===== config.mk =====
export PLATFORM = sky130hd
export DESIGN_NAME = param_frame_rx
export DESIGN_NICKNAME = d
export VERILOG_FILES = /design/src/rtl/param_frame_rx.sv
export SDC_FILE = /design/constraint.sdc
export NUM_CORES = 1
export LEC_CHECK = 0
export ABC_AREA = 1
export CAP_MARGIN = 5
export CORE_MARGIN = 3
export CORE_UTILIZATION = 59
export DETAILED_ROUTE_END_ITERATION = 8
export DONT_BUFFER_PORTS = 1
export HOLD_SLACK_MARGIN = 0.08
export PLACE_DENSITY_LB_ADDON = 0.15
export SLEW_MARGIN = 20
export SYNTH_ARGS = -nofsm -noshare
export SYNTH_HDL_FRONTEND = slang
export SYNTH_SLANG_ARGS = --single-unit

===== constraint.sdc =====
create_clock -name clk -period 2.7 [get_ports clk]
set_input_delay 0.405 -clock clk [delete_from_list [all_inputs] [get_ports clk]]
set_output_delay 0.405 -clock clk [all_outputs]
set_load 0.02 [all_outputs]

===== src/rtl/param_frame_rx.sv =====
// Byte-serial receiver for framed a0/a1 parameter packets: synchronises an async strobe,
// checks header, XOR checksum and inter-byte timeout, and launches only when the core is idle.
module param_frame_rx #(
    parameter logic [7:0] HEADER      = 8'hA5,
    parameter int         TIMEOUT_CYC = 1024,
    parameter int         SYNC_STAGES = 2
) (
    input  logic               clk,
    input  logic               rst_n,
    input  logic               ena,
    input  logic [7:0]         byte_in,
    input  logic               byte_stb,
    input  logic               core_busy,
    output logic signed [31:0] a0,
    output logic signed [31:0] a1,
    output logic               start_calc,
    output logic               rx_busy,
    output logic               frame_err,
    output logic [3:0]         err_cnt
);
    localparam int               TMO_W    = (TIMEOUT_CYC > 2) ? $clog2(TIMEOUT_CYC) : 1;
    localparam logic [TMO_W-1:0] TMO_LAST = TMO_W'(TIMEOUT_CYC - 2);

    typedef enum logic [1:0] {IDLE, PAYLOAD, CHECK, PEND} state_t;

    state_t                 r_state;
    logic [SYNC_STAGES-1:0] r_sync;
    logic                   r_stb_q;
    logic [63:0]            r_shift;
    logic [7:0]             r_xor;
    logic [2:0]             r_idx;
    logic [TMO_W-1:0]       r_tmo;

    logic w_byte;
    logic w_timing;
    logic w_tmo_hit;
    logic w_fail;

    // NOTE: every flop uses non-blocking (<=) so all state updates see pre-edge values.
    always_ff @(posedge clk or negedge rst_n) begin
        if (!rst_n) begin
            r_sync  <= '0;
            r_stb_q <= 1'b0;
        end else begin
            r_sync  <= {r_sync[SYNC_STAGES-2:0], byte_stb};
            r_stb_q <= r_sync[SYNC_STAGES-1];
        end
    end

    // byte_in is stable while the strobe is high, so it is sampled directly on the edge cycle.
    assign w_byte    = ena & r_sync[SYNC_STAGES-1] & ~r_stb_q;
    assign w_timing  = (r_state == PAYLOAD) || (r_state == CHECK);
    assign w_tmo_hit = w_timing && !w_byte && (r_tmo == TMO_LAST);
    assign w_fail    = ena && (w_tmo_hit
                               || (r_state == CHECK && w_byte && byte_in != r_xor)
                               || (r_state == PEND && w_byte));
    assign rx_busy   = (r_state != IDLE);

    always_ff @(posedge clk or negedge rst_n) begin
        if (!rst_n) begin
            r_state    <= IDLE;
            r_shift    <= '0;
            r_xor      <= '0;
            r_idx      <= '0;
            r_tmo      <= '0;
            a0         <= '0;
            a1         <= '0;
            start_calc <= 1'b0;
            frame_err  <= 1'b0;
            err_cnt    <= '0;
        end else begin
            start_calc <= 1'b0;
            frame_err  <= w_fail;
            if (w_fail && err_cnt != 4'hF)
                err_cnt <= err_cnt + 4'd1;

            if (!ena) begin
                r_state <= IDLE;
                r_tmo   <= '0;
            end else begin
                unique case (r_state)
                    IDLE: begin
                        if (w_byte && byte_in == HEADER) begin
                            r_state <= PAYLOAD;
                            r_idx   <= '0;
                            r_xor   <= '0;
                            r_shift <= '0;
                            r_tmo   <= '0;
                        end
                    end
                    PAYLOAD: begin
                        if (w_byte) begin
                            r_shift <= {r_shift[55:0], byte_in};
                            r_xor   <= r_xor ^ byte_in;
                            r_idx   <= r_idx + 3'd1;
                            r_tmo   <= '0;
                            if (r_idx == 3'd7)
                                r_state <= CHECK;
                        end else if (w_tmo_hit) begin
                            r_state <= IDLE;
                        end else begin
                            r_tmo <= r_tmo + 1'b1;
                        end
                    end
                    CHECK: begin
                        if (w_byte) begin
                            r_tmo   <= '0;
                            r_state <= (byte_in == r_xor) ? PEND : IDLE;
                        end else if (w_tmo_hit) begin
                            r_state <= IDLE;
                        end else begin
                            r_tmo <= r_tmo + 1'b1;
                        end
                    end
                    PEND: begin
                        // An overrun byte here is flagged via w_fail; the held frame survives.
                        if (!core_busy) begin
                            a0         <= r_shift[63:32];
                            a1         <= r_shift[31:0];
                            start_calc <= 1'b1;
                            r_state    <= IDLE;
                        end
                    end
                    default: r_state <= IDLE;
                endcase
            end
        end
    end
endmodule


### Word level (Yosys, flattened, before mapping)

Cells that the tools add are included.

| operators by class | value |
|---|---|
| eq/ne operators | 16 |
| muxes and demuxes | 26 |
| bitwise gates (word level) | 5 |
| add/sub/neg operators | 3 |
| reductions and logical operators | 20 |

Operator list:

| kind | count |
|---|---|
| two-way mux 64 bit | 2 |
| one-hot mux 64 bit (2 select lines) | 1 |
| two-way mux 10 bit | 4 |
| one-hot mux 10 bit (2 select lines) | 1 |
| two-way mux 2 bit | 8 |
| two-way mux 8 bit | 2 |
| one-hot mux 8 bit (2 select lines) | 1 |
| adder 10 x 1 -> 10 bit, second input constant | 1 |
| equality test 10 bit, second input constant | 1 |
| AND reduction 3 bit | 3 |
| equality test 8 bit | 1 |
| equality test 8 bit, second input constant | 1 |
| logical AND 1 bit | 8 |
| != test 4 bit, second input constant | 2 |
| != test 8 bit | 1 |
| one-hot mux 2 bit (4 select lines) | 1 |
| XOR 8 bit | 1 |
| two-way mux 3 bit | 2 |
| != test 3 bit, second input constant | 2 |
| one-hot mux 3 bit (2 select lines) | 1 |
| adder 4 x 1 -> 4 bit, second input constant | 1 |
| equality test 2 bit, second input constant | 2 |
| != test 2 bit, second input constant | 2 |
| != test 4 x 3 -> 1 bit, second input constant | 1 |
| 13 further kinds | 20 |

| storage, ports and cells | value |
|---|---|
| bits in registers | 160 |
| output and inout port bits | 71 |
| logic and storage cells | 82 |

### Longest topological paths before layout

Gate-level depths: netlist (run 1).

| logic depth | value |
|---|---|
| depth in word-level cells | 9 |
| gate-level depth with buffers | 11 |
| gate-level depth less buffers | 11 |

### Worst setup path after synthesis (run 1)

Ideal clock, no wire load.

| timing path | value |
|---|---|
| path kind | register to register |
| start | reg r_state[0] |
| end | reg err_cnt[2] |
| path slack | 907 ps |
| period minus slack after synthesis | 1,793 ps |
| data required time | 2,582 ps |
| setup time | 118 ps |
| stages on the path, launching flop included | 11 |
| arrival | 1,675 ps |
| cells stage by stage | dfrtp_1 inv_1 ha_1 inv_1 nor2_1 nand3_1 o21a_4 nand2_4 nand3_4 nand2_1 nand2_1 |

| on the way | value |
|---|---|
| word-level cells in the longest chain between the ends | 8 |

Ends and longest elaborated chain:

| what | RTL line | source |
|---|---|---|
| from (decl) | 26 | `state_t r_state;` |
| from (signal assigned) | 108 | `r_state <= (byte_in == r_xor) ? PEND : IDLE;` |
| equality test 2 x 1 -> 1 bit or equality test 2 bit (tied branches) | 52, 55 |  |
| logical OR 1 bit | 52 | `assign w_timing = (r_state == PAYLOAD) \|\| (r_state == CHECK);` |
| logical AND 1 bit (2 in series) | 53 | `assign w_tmo_hit = w_timing && !w_byte && (r_tmo == TMO_LAST);` |
| logical OR 1 bit | 55 | `\|\| (r_state == CHECK && w_byte && byte_in != r_xor)` |
| logical OR 1 bit * | 56 | `\|\| (r_state == PEND && w_byte));` |
| logical AND 1 bit * | 54 | `assign w_fail = ena && (w_tmo_hit` |
| logical AND 1 bit * | 74 | `if (w_fail && err_cnt != 4'hF)` |
| to (signal assigned) | 75 | `err_cnt <= err_cnt + 4'd1;` |
| to (decl) | 19 | `output logic [3:0] err_cnt` |

Mark *: on every way between the ends. The rest lies on a longest branch, timed or not.
A chain may end at the register's enable or synchronous reset.

### Worst setup path in the final report (run 1)

| timing path | value |
|---|---|
| start | reg r_state[1] |
| end | reg r_shift[40] |

| on the way | value |
|---|---|
| word-level cells in the longest chain between the ends | 3 |

Ends and longest elaborated chain:

| what | RTL line | source |
|---|---|---|
| equality test 2 x 1 -> 1 bit or zero test 2 bit (tied branches) | 81 | `unique case (r_state)` |
| != test 2 bit (no source line) or nonzero test 2 bit (tied branches) | -- |  |
| AND reduction 4 bit (no source line) | -- |  |
| to (signal assigned) | 93 | `r_shift <= {r_shift[55:0], byte_in};` |
| to (decl) | 29 | `logic [63:0] r_shift;` |

Parallel ways exist; a longest one is shown, timed or not.

==> flow_metrics.tcl, run 1 <==
set metrics [dict create \
    status "finished, violations left" \
    violations "hold timing" \
    cp.arrival_ns 2.52 \
    synth_area_leaders "dfrtp_1 56%, o22ai_2 12%, nand2_1 7.2%, inv_1 5.1%, o21ai_0 4.4%" \
    core_um2 11600 \
    wl_per_cell_um 16.4 \
    syn_area_um2 7130 \
    synth_top_area_share_pct 56.2 \
    wl_um 13300 \
    timing_worst_setup_path_type "register to register" \
    crit_path_max_incr_delay_ns 0.42 \
    setup_viol 0 \
    path_max_fanout 72 \
    grt_overflow_total 0 \
    drc_errors 0 \
    tightest_slew_ns 0.478 \
    synth_cell_type_count 35 \
    cts_tree "built" \
    rsz0062_at_grt "no" \
    hold_buffers 2 \
    ys_ff_latch 160 \
    synthCells 663 \
    htreeDepth 4 \
    die_h_um 116 \
    port_buffers 0 \
    start_util_pct 61.4 \
    avgSynthCellArea_um2 10.7 \
    max-vdd-ir-drop_mv 0.389 \
    syn_nets 686 \
    path_cells "inv_1 -> ha_1 -> inv_1 -> o21ai_1 -> a21oi_1 -> nand2_2 -> clkinv_8 -> o22ai_2" \
    hp-class "input port to async pin" \
    cap_violations 0 \
    antenna_found_initial 0 \
    final-max-slew-violation-count 0 \
    synth_top_cell_by_area "dfrtp_1" \
    power.density_nw_per_um2 906 \
    drtAntennaViolNets 0 \
    drive_gt1_share_pct 18.1 \
    timing.slew.headroom_pct 68.1 \
    startpoint_type "register" \
    gp_congestion 0.850 \
    clockBufferDepth 2 \
    diodes 0 \
    post_cts_buffers 0 \
    max_clock_freq_ghz 0.458 \
    crit_required_ns 3.04 \
    final_core_util_pct 66.2 \
    power_leakage_nw 3.58 \
    grt_max_degree 161 \
    nets 680 \
    cp-end-kind "register" \
    firstDrtPassIters 5 \
    ys_seq_area_share_pct 56.2 \
    crit_slowest_cell "dfrtp_1" \
    clk_latency_ns 0.43 \
    clock-root-buffer "clkbuf_16" \
    dieArea_um2 13400 \
    ctsResizeCount 0 \
    drt_iter0_drc 375 \
    fillCellCount 931 \
    hold_slack_ns -0.322 \
    syn_to_final_growth_pct 7.95 \
    viasPerCell 5.60 \
    min_period_ns 2.18 \
    clkTransAtPathRegs_ns 0.06 \
    period_share_pct 80.9 \
    yosysWarningCount 0 \
    grt_pass1_wl_um 21800 \
    cts_buffers 17 \
    num_vias 4550 \
    skew_ns 0.00797 \
    row_count 39 \
    grt_usage_pct 20.9 \
    fin_tns_setup_ns 0 \
    cp_common_cell "inv_1" \
    cts_sinks 160 \
    io_pins 84 \
    dp_hpwl_um 8790 \
    grt_pass1_vias 4411 \
    die_w_um 116 \
    hold_viol 160 \
]
[registers in the layout, summed over array words and instances (netlist names)]
signal      cells
r_shift        64
a0             32
a1             32
r_tmo          10
r_xor           8
err_cnt         4
r_idx           3
r_state         2
r_sync          2
frame_err       1
r_stb_q         1
start_calc      1
[power breakdown]
group          switching [mW]  internal, mW
combinational           0.797         0.641
sequential              0.232          2.89
clock                   0.909          1.50
[layout make-up]
type                    instances  area (um2)  share of cell area [%]
flip-flops and latches        160        4000                    52.0
multi-input cells             369        2410                    31.4
clock buffers                  23         468                    6.08
inverters                     101         393                    5.11
well taps                     143         179                    2.33
clock inverters                 9         133                    1.72
repair buffers                  8         103                    1.33
[cells in the mapped netlist, drive strengths merged]
library cell,count
ha,10
nand4,11
nor2,12
a32oi,1
dfrtp,160
clkinv,1
a21oi,5
o31ai,4
or2,1
buf,22
nand2,141
nor4,2
nor3,5
xor2,3
xnor2,1
nand3,29
o21a,1
nor3b,1
o21ai,70
inv,100
o22ai,72
clkbuf,11
[final timing paths]
check / endpoint / start / cells after the start / slack (ns)
setup / recovery: r_shift[40] / r_state[1] / 8 / 0.52
hold / removal: r_shift[11] / rst_n / 0 / -0.32
setup reg to reg: r_shift[40] / r_state[1] / 8 / 0.52
hold reg to reg: r_sync[1] / r_sync[0] / 0 / 0.36
max in group asynchronous: r_shift[12] / rst_n / 0 / 2.83
min in group clk: err_cnt[2] / ena / 2 / 0.13
[critical path: cells and delay by family, from the launching register on]
kind            cells  cell delay [ns]
fa+ha+maj           1             0.36
compound gates      3             0.50
buf+inv             3             0.59
simple gates        1             0.18
flops               1             0.42
[cell usage in the layout (no fill, tap or decap), types with 3 or more instances in the layout]
master	instances
a21oi_1	5
buf_12	3
buf_4	3
bufinv_16	3
clkbuf_1	4
clkbuf_16	17
clkinv_2	3
dfrtp_1	160
ha_1	10
inv_1	97
nand2_1	137
nand2_4	3
nand3_1	26
nand4_1	10
nor2_1	10
nor3_1	4
o21ai_0	63
o21ai_1	7
o22ai_2	70
o31ai_1	4
xor2_1	3
[layer usage]
| metal | global-route usage (%) | share of wire [%] | vias to the layer above |
|---|---|---|---|
| li1 | - | - | 2184 |
| met1 | 26.4 | 43 | 2236 |
| met2 | 33.4 | 49 | 109 |
| met3 | 6.27 | 5.7 | 21 |
| met4 | 9.67 | 2.3 | 0 |
| met5 | 0 | 0 | - |
[stage by stage]
stage	hold WS, ns	std cells	power (mW)	area [um2]	setup WS (ns)
after floorplan	0.109	663	4.36	7130	0.907
after global placement	0.114	779	4.53	7070	0.655
after detailed placement	0.114	779	4.61	7070	0.555
after CTS	-0.340	813	7.03	7690	0.526
after global routing	-0.345	813	7.30	7690	0.309
final	-0.322	813	6.97	7690	0.515
[kinds of logic after synthesis]
group | Yosys count | share of synthesized area (%)
AO/OA/AOI/OAI | 153 | 18.5
XOR/XNOR | 4 | 0.492
buffers and inverters | 134 | 9.94
adder cells (fa/ha/maj) | 10 | 1.76
flip-flops | 160 | 56.2
AND/OR/NAND/NOR | 202 | 13.1
No activity file was read; power rests on OpenSTA's default activity.
==> run 2: changes to the inputs <==
--- a/config.mk
+++ b/config.mk
@@ -8,7 +8,7 @@
 export ABC_AREA = 1
 export CAP_MARGIN = 5
 export CORE_MARGIN = 3
-export CORE_UTILIZATION = 59
+export CORE_UTILIZATION = 57
 export DETAILED_ROUTE_END_ITERATION = 8
 export DONT_BUFFER_PORTS = 1
 export HOLD_SLACK_MARGIN = 0.08
==> constraint.sdc (replaced) <==
create_clock -name clk -period 1.8 [get_ports clk]
set_input_delay 0.27 -clock clk [delete_from_list [all_inputs] [get_ports clk]]
set_output_delay 0.27 -clock clk [all_outputs]
set_load 0.02 [all_outputs]
==> run 2 against run 1 <==
Against the previous run:
- the flow still finishes with violations (hold timing)
- clock skew up 0.0075 ns
- critical path depth up 2
- register-to-register slack worse by 0.42 ns
- design area up 5.1%
- sequential share of layout area down 2.5 points
- highest routed layer unchanged
==> flow_metrics.tcl, run 2 (synthesized netlist as in run 1, its figures left out) <==
set metrics [dict create \
    clock-root-buffer "clkbuf_16" \
    hp-class "input port to async pin" \
    syn_to_final_growth_pct 13.4 \
    io_pins 84 \
    r2r_end "err_cnt[1]" \
    crit_path_max_incr_delay_ns 0.44 \
    cts_buffers 17 \
    row_count 40 \
    antenna_found_initial 0 \
    clkTransAtPathRegs_ns 0.06 \
    timing.slew.headroom_pct 69.5 \
    tightest_slew_ns 0.456 \
    max_clock_freq_ghz 0.587 \
    status "finished, violations left" \
    timing_worst_setup_path_type "register to register" \
    period_share_pct 94.6 \
    drive_gt1_share_pct 22.4 \
    diodes 0 \
    place_inst 819 \
    place_ws_ns -0.0514 \
    cp.arrival_ns 2.01 \
    num_vias 4644 \
    crit_slowest_cell "dfrtp_1" \
    path_max_fanout 5 \
    critical-path-top-delay-family "simple AND/OR/NAND/NOR gates" \
    grt_overflow_total 0 \
    firstDrtPassIters 6 \
    stdcell_count 873 \
    crit_required_ns 2.11 \
    grt_usage_pct 21.1 \
    wl_per_cell_um 16.0 \
    port_buffers 0 \
    fin_tns_setup_ns 0 \
    final_cell_mix "160 x dfrtp_1, 137 x nand2_1, 96 x inv_1" \
    power_leakage_nw 3.78 \
    cap_violations 0 \
    drc_errors 0 \
    cts_sinks 160 \
    grt_pass1_vias 4676 \
    layout_commonest_cell "dfrtp_1" \
    cp-end-kind "register" \
    die_h_um 118 \
    drt_iter0_drc 340 \
    final-max-slew-violation-count 0 \
    drtAntennaViolNets 0 \
    final_area_um2 8080 \
    min_period_ns 1.70 \
    hold_slack_ns -0.455 \
    cts_tree "built" \
    final_core_util_pct 66.7 \
    nets 716 \
    critPathBufInv 2 \
    path_cells "inv_2 -> ha_1 -> inv_1 -> nor2_4 -> nand3_4 -> o21a_4 -> nand2_4 -> nand3_4 -> nand2_1 -> nand2_1" \
    dp_hpwl_um 8930 \
    hold_viol 161 \
    gp_congestion 0.793 \
    hold_buffers 12 \
    max-vdd-ir-drop_mv 0.776 \
    multi_input_area_um2 2460 \
    startpoint_type "register" \
    grt_max_degree 161 \
    largest_reg_flops 64 \
    fillCellCount 941 \
    r2r_cells 10 \
    setup_viol 0 \
    dpl-instance-area_um2 7270 \
    wl_um 14000 \
    start_util_pct 58.8 \
    regMostFlops "r_shift" \
    clockBufferDepth 2 \
    die_w_um 118 \
    reg_top3 "r_shift (64), a0 (32), a1 (32)" \
    clk_latency_ns 0.43 \
    crit_start "r_state[0]" \
    dieArea_um2 13900 \
    violations "hold timing" \
    skew_ns 0.0155 \
    setup_ws_ns 0.0966 \
    grt_pass1_wl_um 23700 \
    rrSetupSlack_ns 0.1 \
    htreeDepth 4 \
    viasPerCell 5.32 \
    core_um2 12100 \
    regArea_um2 4000 \
    r2r_start "r_state[0]" \
    power.density_nw_per_um2 1280 \
    rsz0062_at_grt "yes" \
    fin_total_pwr_mw 10.4 \
]
-- run 2: changes by cell type in the layout (fill, tap and decap cells not counted), sizes merged --
cell / before / now
clkinv: 6 / 8
clkbuf: 23 / 21
inv: 99 / 100
bufinv: 3 / 1
buf: 6 / 32
dlygate4sd3: 2 / 12
-- run 2: layer usage --
metal  up-vias  global-route usage (%)  routed length (um)
li1       2240                       -                   -
met1      2283                    27.3                6160
met2       102                    34.2                6860
met3        19                    6.44                 700
met4         0                    7.18                 248
met5         -                       0                   0
-- run 2: timing repair --
| item | in CTS | in global routing |
|---|---|---|
| endpoints found under the hold margin | 191 | 174 |
| endpoints found under the setup margin | 12 | 71 |
| resized for setup | 1 | 10 |
| pin swaps | 0 | 3 |
| setup buffers | 0 | 11 |
-- run 2: cell type report --
| cell class | count | area share [%] |
|---|---|---|
| Tap cell | 168 | 2.60 |
| Inverter | 101 | 4.86 |
| Multi-Input combinational cell | 369 | 30.4 |
| Sequential cell | 160 | 49.5 |
| Clock buffer | 21 | 5.95 |
| Timing Repair Buffer | 44 | 5.59 |
| Clock inverter | 10 | 1.04 |
-- run 2: worst max path at each step --
stage,end,slack [ns],depth (start not counted)
5_1_grt,err_cnt[0],-0.03,10
6_report,err_cnt[1],0.1,10
3_5_place_dp,err_cnt[2],-0.05,10
2_1_floorplan,err_cnt[2],0.007,10
3_3_place_gp,err_cnt[1],0.06,10
4_1_cts,err_cnt[2],0.009,10
-- run 2: where the power goes --
group	switching [mW]	leakage, nW	internal (mW)	total [mW]
clock network	1.39	0.281	2.03	3.41
registers	0.345	2.09	4.33	4.68
logic	1.22	1.41	1.07	2.29
==> run 3: changes to the inputs <==
--- a/config.mk
+++ b/config.mk
@@ -7,6 +7,7 @@
 export LEC_CHECK = 0
 export ABC_AREA = 1
 export CAP_MARGIN = 5
+export CORE_ASPECT_RATIO = 0.6
 export CORE_MARGIN = 3
 export CORE_UTILIZATION = 57
 export DETAILED_ROUTE_END_ITERATION = 8
==> run 3 against run 2 <==
Against the previous run:
- the flow still finishes with violations (hold timing)
- sequential share of layout area shrank 0.27 points
- die area grew 0.32%
- clock-buffer cell count shrank 3
- non-clock buffer count shrank 1
- critical path depth shrank 1
- routed wire length grew 8.9%
- clock skew shrank 0.0064 ns
- via count grew 2.5%
- maximum frequency shrank 1.8%
- design area grew 0.56%
- worst setup slack lost 0.030 ns
- critical endpoint is now r_tmo[7]
- global-route usage grew 1.3 points
- largest power group unchanged
- largest cell class unchanged
==> flow_metrics.tcl, run 3 (synthesized netlist as in run 1, its figures left out) <==
set metrics [dict create \
    grt_pass1_vias 4756 \
    rsz0062_at_grt "yes" \
    hold_viol 160 \
    row_count 30 \
    largest_reg_flops 64 \
    port_buffers 0 \
    timing.slew.headroom_pct 37.3 \
    antenna_found_initial 0 \
    start_util_pct 60.6 \
    setup_viol 0 \
    diodes 0 \
    hp-class "input port to async pin" \
    status "finished, violations left" \
    dieArea_um2 13900 \
    die_w_um 150 \
    timing_worst_setup_path_type "register to register" \
    drive_gt1_share_pct 23.2 \
    io_pins 84 \
    clockBufferDepth 2 \
    fin_tns_setup_ns 0 \
    syn_to_final_growth_pct 14.0 \
    core_um2 11700 \
    grt_usage_pct 22.4 \
    final_cell_mix "160 x dfrtp_1, 136 x nand2_1, 94 x inv_1" \
    clk_latency_ns 0.42 \
    grt_overflow_total 0 \
    cp.arrival_ns 2.04 \
    dp_hpwl_um 9980 \
    period_share_pct 96.3 \
    min_period_ns 1.73 \
    rrSetupSlack_ns 0.07 \
    r2r_end "r_tmo[7]" \
    drt_iter0_drc 408 \
    firstDrtPassIters 5 \
    htreeDepth 4 \
    cts_buffers 17 \
    crit_required_ns 2.10 \
    num_vias 4762 \
    clock-root-buffer "clkbuf_16" \
    r2r_cells 9 \
    cts_tree "built" \
    fillCellCount 850 \
    drtAntennaViolNets 0 \
    max-vdd-ir-drop_mv 0.764 \
    power.density_nw_per_um2 1310 \
    hold_buffers 13 \
    grt_pass1_wl_um 24300 \
    startpoint_type "register" \
    viasPerCell 5.50 \
    final-max-slew-violation-count 0 \
    power_leakage_nw 3.76 \
    reg_top3 "r_shift (64), a0 (32), a1 (32)" \
    cp-end-kind "register" \
    path_max_fanout 6 \
    gp_congestion 0.883 \
    drc_errors 0 \
    regMostFlops "r_shift" \
    max_clock_freq_ghz 0.577 \
    grt_max_degree 161 \
    wl_per_cell_um 17.6 \
    nets 716 \
    cap_violations 0 \
    r2r_start "r_state[0]" \
    layout_commonest_cell "dfrtp_1" \
    violations "hold timing" \
    skew_ns 0.00904 \
    clkTransAtPathRegs_ns 0.07 \
    wl_um 15200 \
    hold_slack_ns -0.452 \
    place_ws_ns -0.0734 \
    die_h_um 92.6 \
    setup_ws_ns 0.0661 \
    cts_sinks 160 \
    tightest_slew_ns 0.938 \
]
## run 3: report_power, final
group	leakage [nW]	total (mW)	switching, mW	internal [mW]
logic	1.40	2.38	1.31	1.07
registers	2.09	4.69	0.357	4.33
clock network	0.272	3.57	1.50	2.07
total	3.76	10.6	3.17	7.48
## run 3: worst max path at each step
stage | slack, ns | start | to
finish | 0.07 | r_state[0] | r_tmo[7]
global route | -0.008 | r_state[1] | r_shift[38]
CTS | 0.02 | r_state[0] | err_cnt[2]
detailed placement | -0.07 | r_state[0] | r_state[1]
global placement | 0.1 | r_state[0] | r_state[1]
floorplan | 0.007 | r_state[0] | err_cnt[2]
## run 3: area by class of cell
| cell class | instances | area [um2] | area share (%) |
|---|---|---|---|
| multi-input combinational | 369 | 2470 | 30.4 |
| clock buffer | 18 | 429 | 5.28 |
| timing repair inverter | 1 | 11.3 | 0.139 |
| inverter | 101 | 398 | 4.90 |
| sequential | 160 | 4000 | 49.3 |
| timing repair buffer | 43 | 459 | 5.65 |
| clock inverter | 14 | 158 | 1.94 |
| tap | 160 | 200 | 2.46 |
## run 3: metal layers
metal	vias to the layer above	global-route usage [%]	routed length [um]	share of wire (%)
met3	12	8.12	1220	8.0
li1	2251	-	-	-
met5	-	0	0	0
met1	2357	30.8	6920	45
met4	0	6.24	129	0.85
met2	142	33.8	6960	46
## run 3: per-stage QoR
stage / area [um2] / hold WS (ns) / std cells / util (%) / power [mW]
floorplan: 7130 / -0.0256 / 663 / - / 6.54
global placement: 7280 / -0.0209 / 812 / 61.9 / 6.89
detailed placement: 7280 / -0.0217 / 812 / 61.9 / 7.03
CTS: 8010 / -0.471 / 859 / 68.2 / 10.7
global route: 8130 / -0.480 / 866 / 69.2 / 11.2
finish: 8130 / -0.452 / 866 / 69.2 / 10.6
## run 3: repair_timing
| item | in CTS | in global routing |
|---|---|---|
| gates resized for setup | 2 | 18 |
| setup endpoints to repair | 3 | 68 |
| setup buffers | 1 | 7 |
| endpoints found under the hold margin | 189 | 160 |
| pin swaps | 1 | 6 |
| gates cloned | 1 | 0 |
## run 3: worst max-delay path, cell delays in order, from the launching register on
cell and delay (ns):
dfrtp_1 0.41, inv_2 0.06, ha_1 0.30, inv_2 0.06, nor2_4 0.10, nand3_2 0.15, nand3_4 0.14, clkinvlp_4 0.19
nand4_1 0.14, nand2_1 0.07
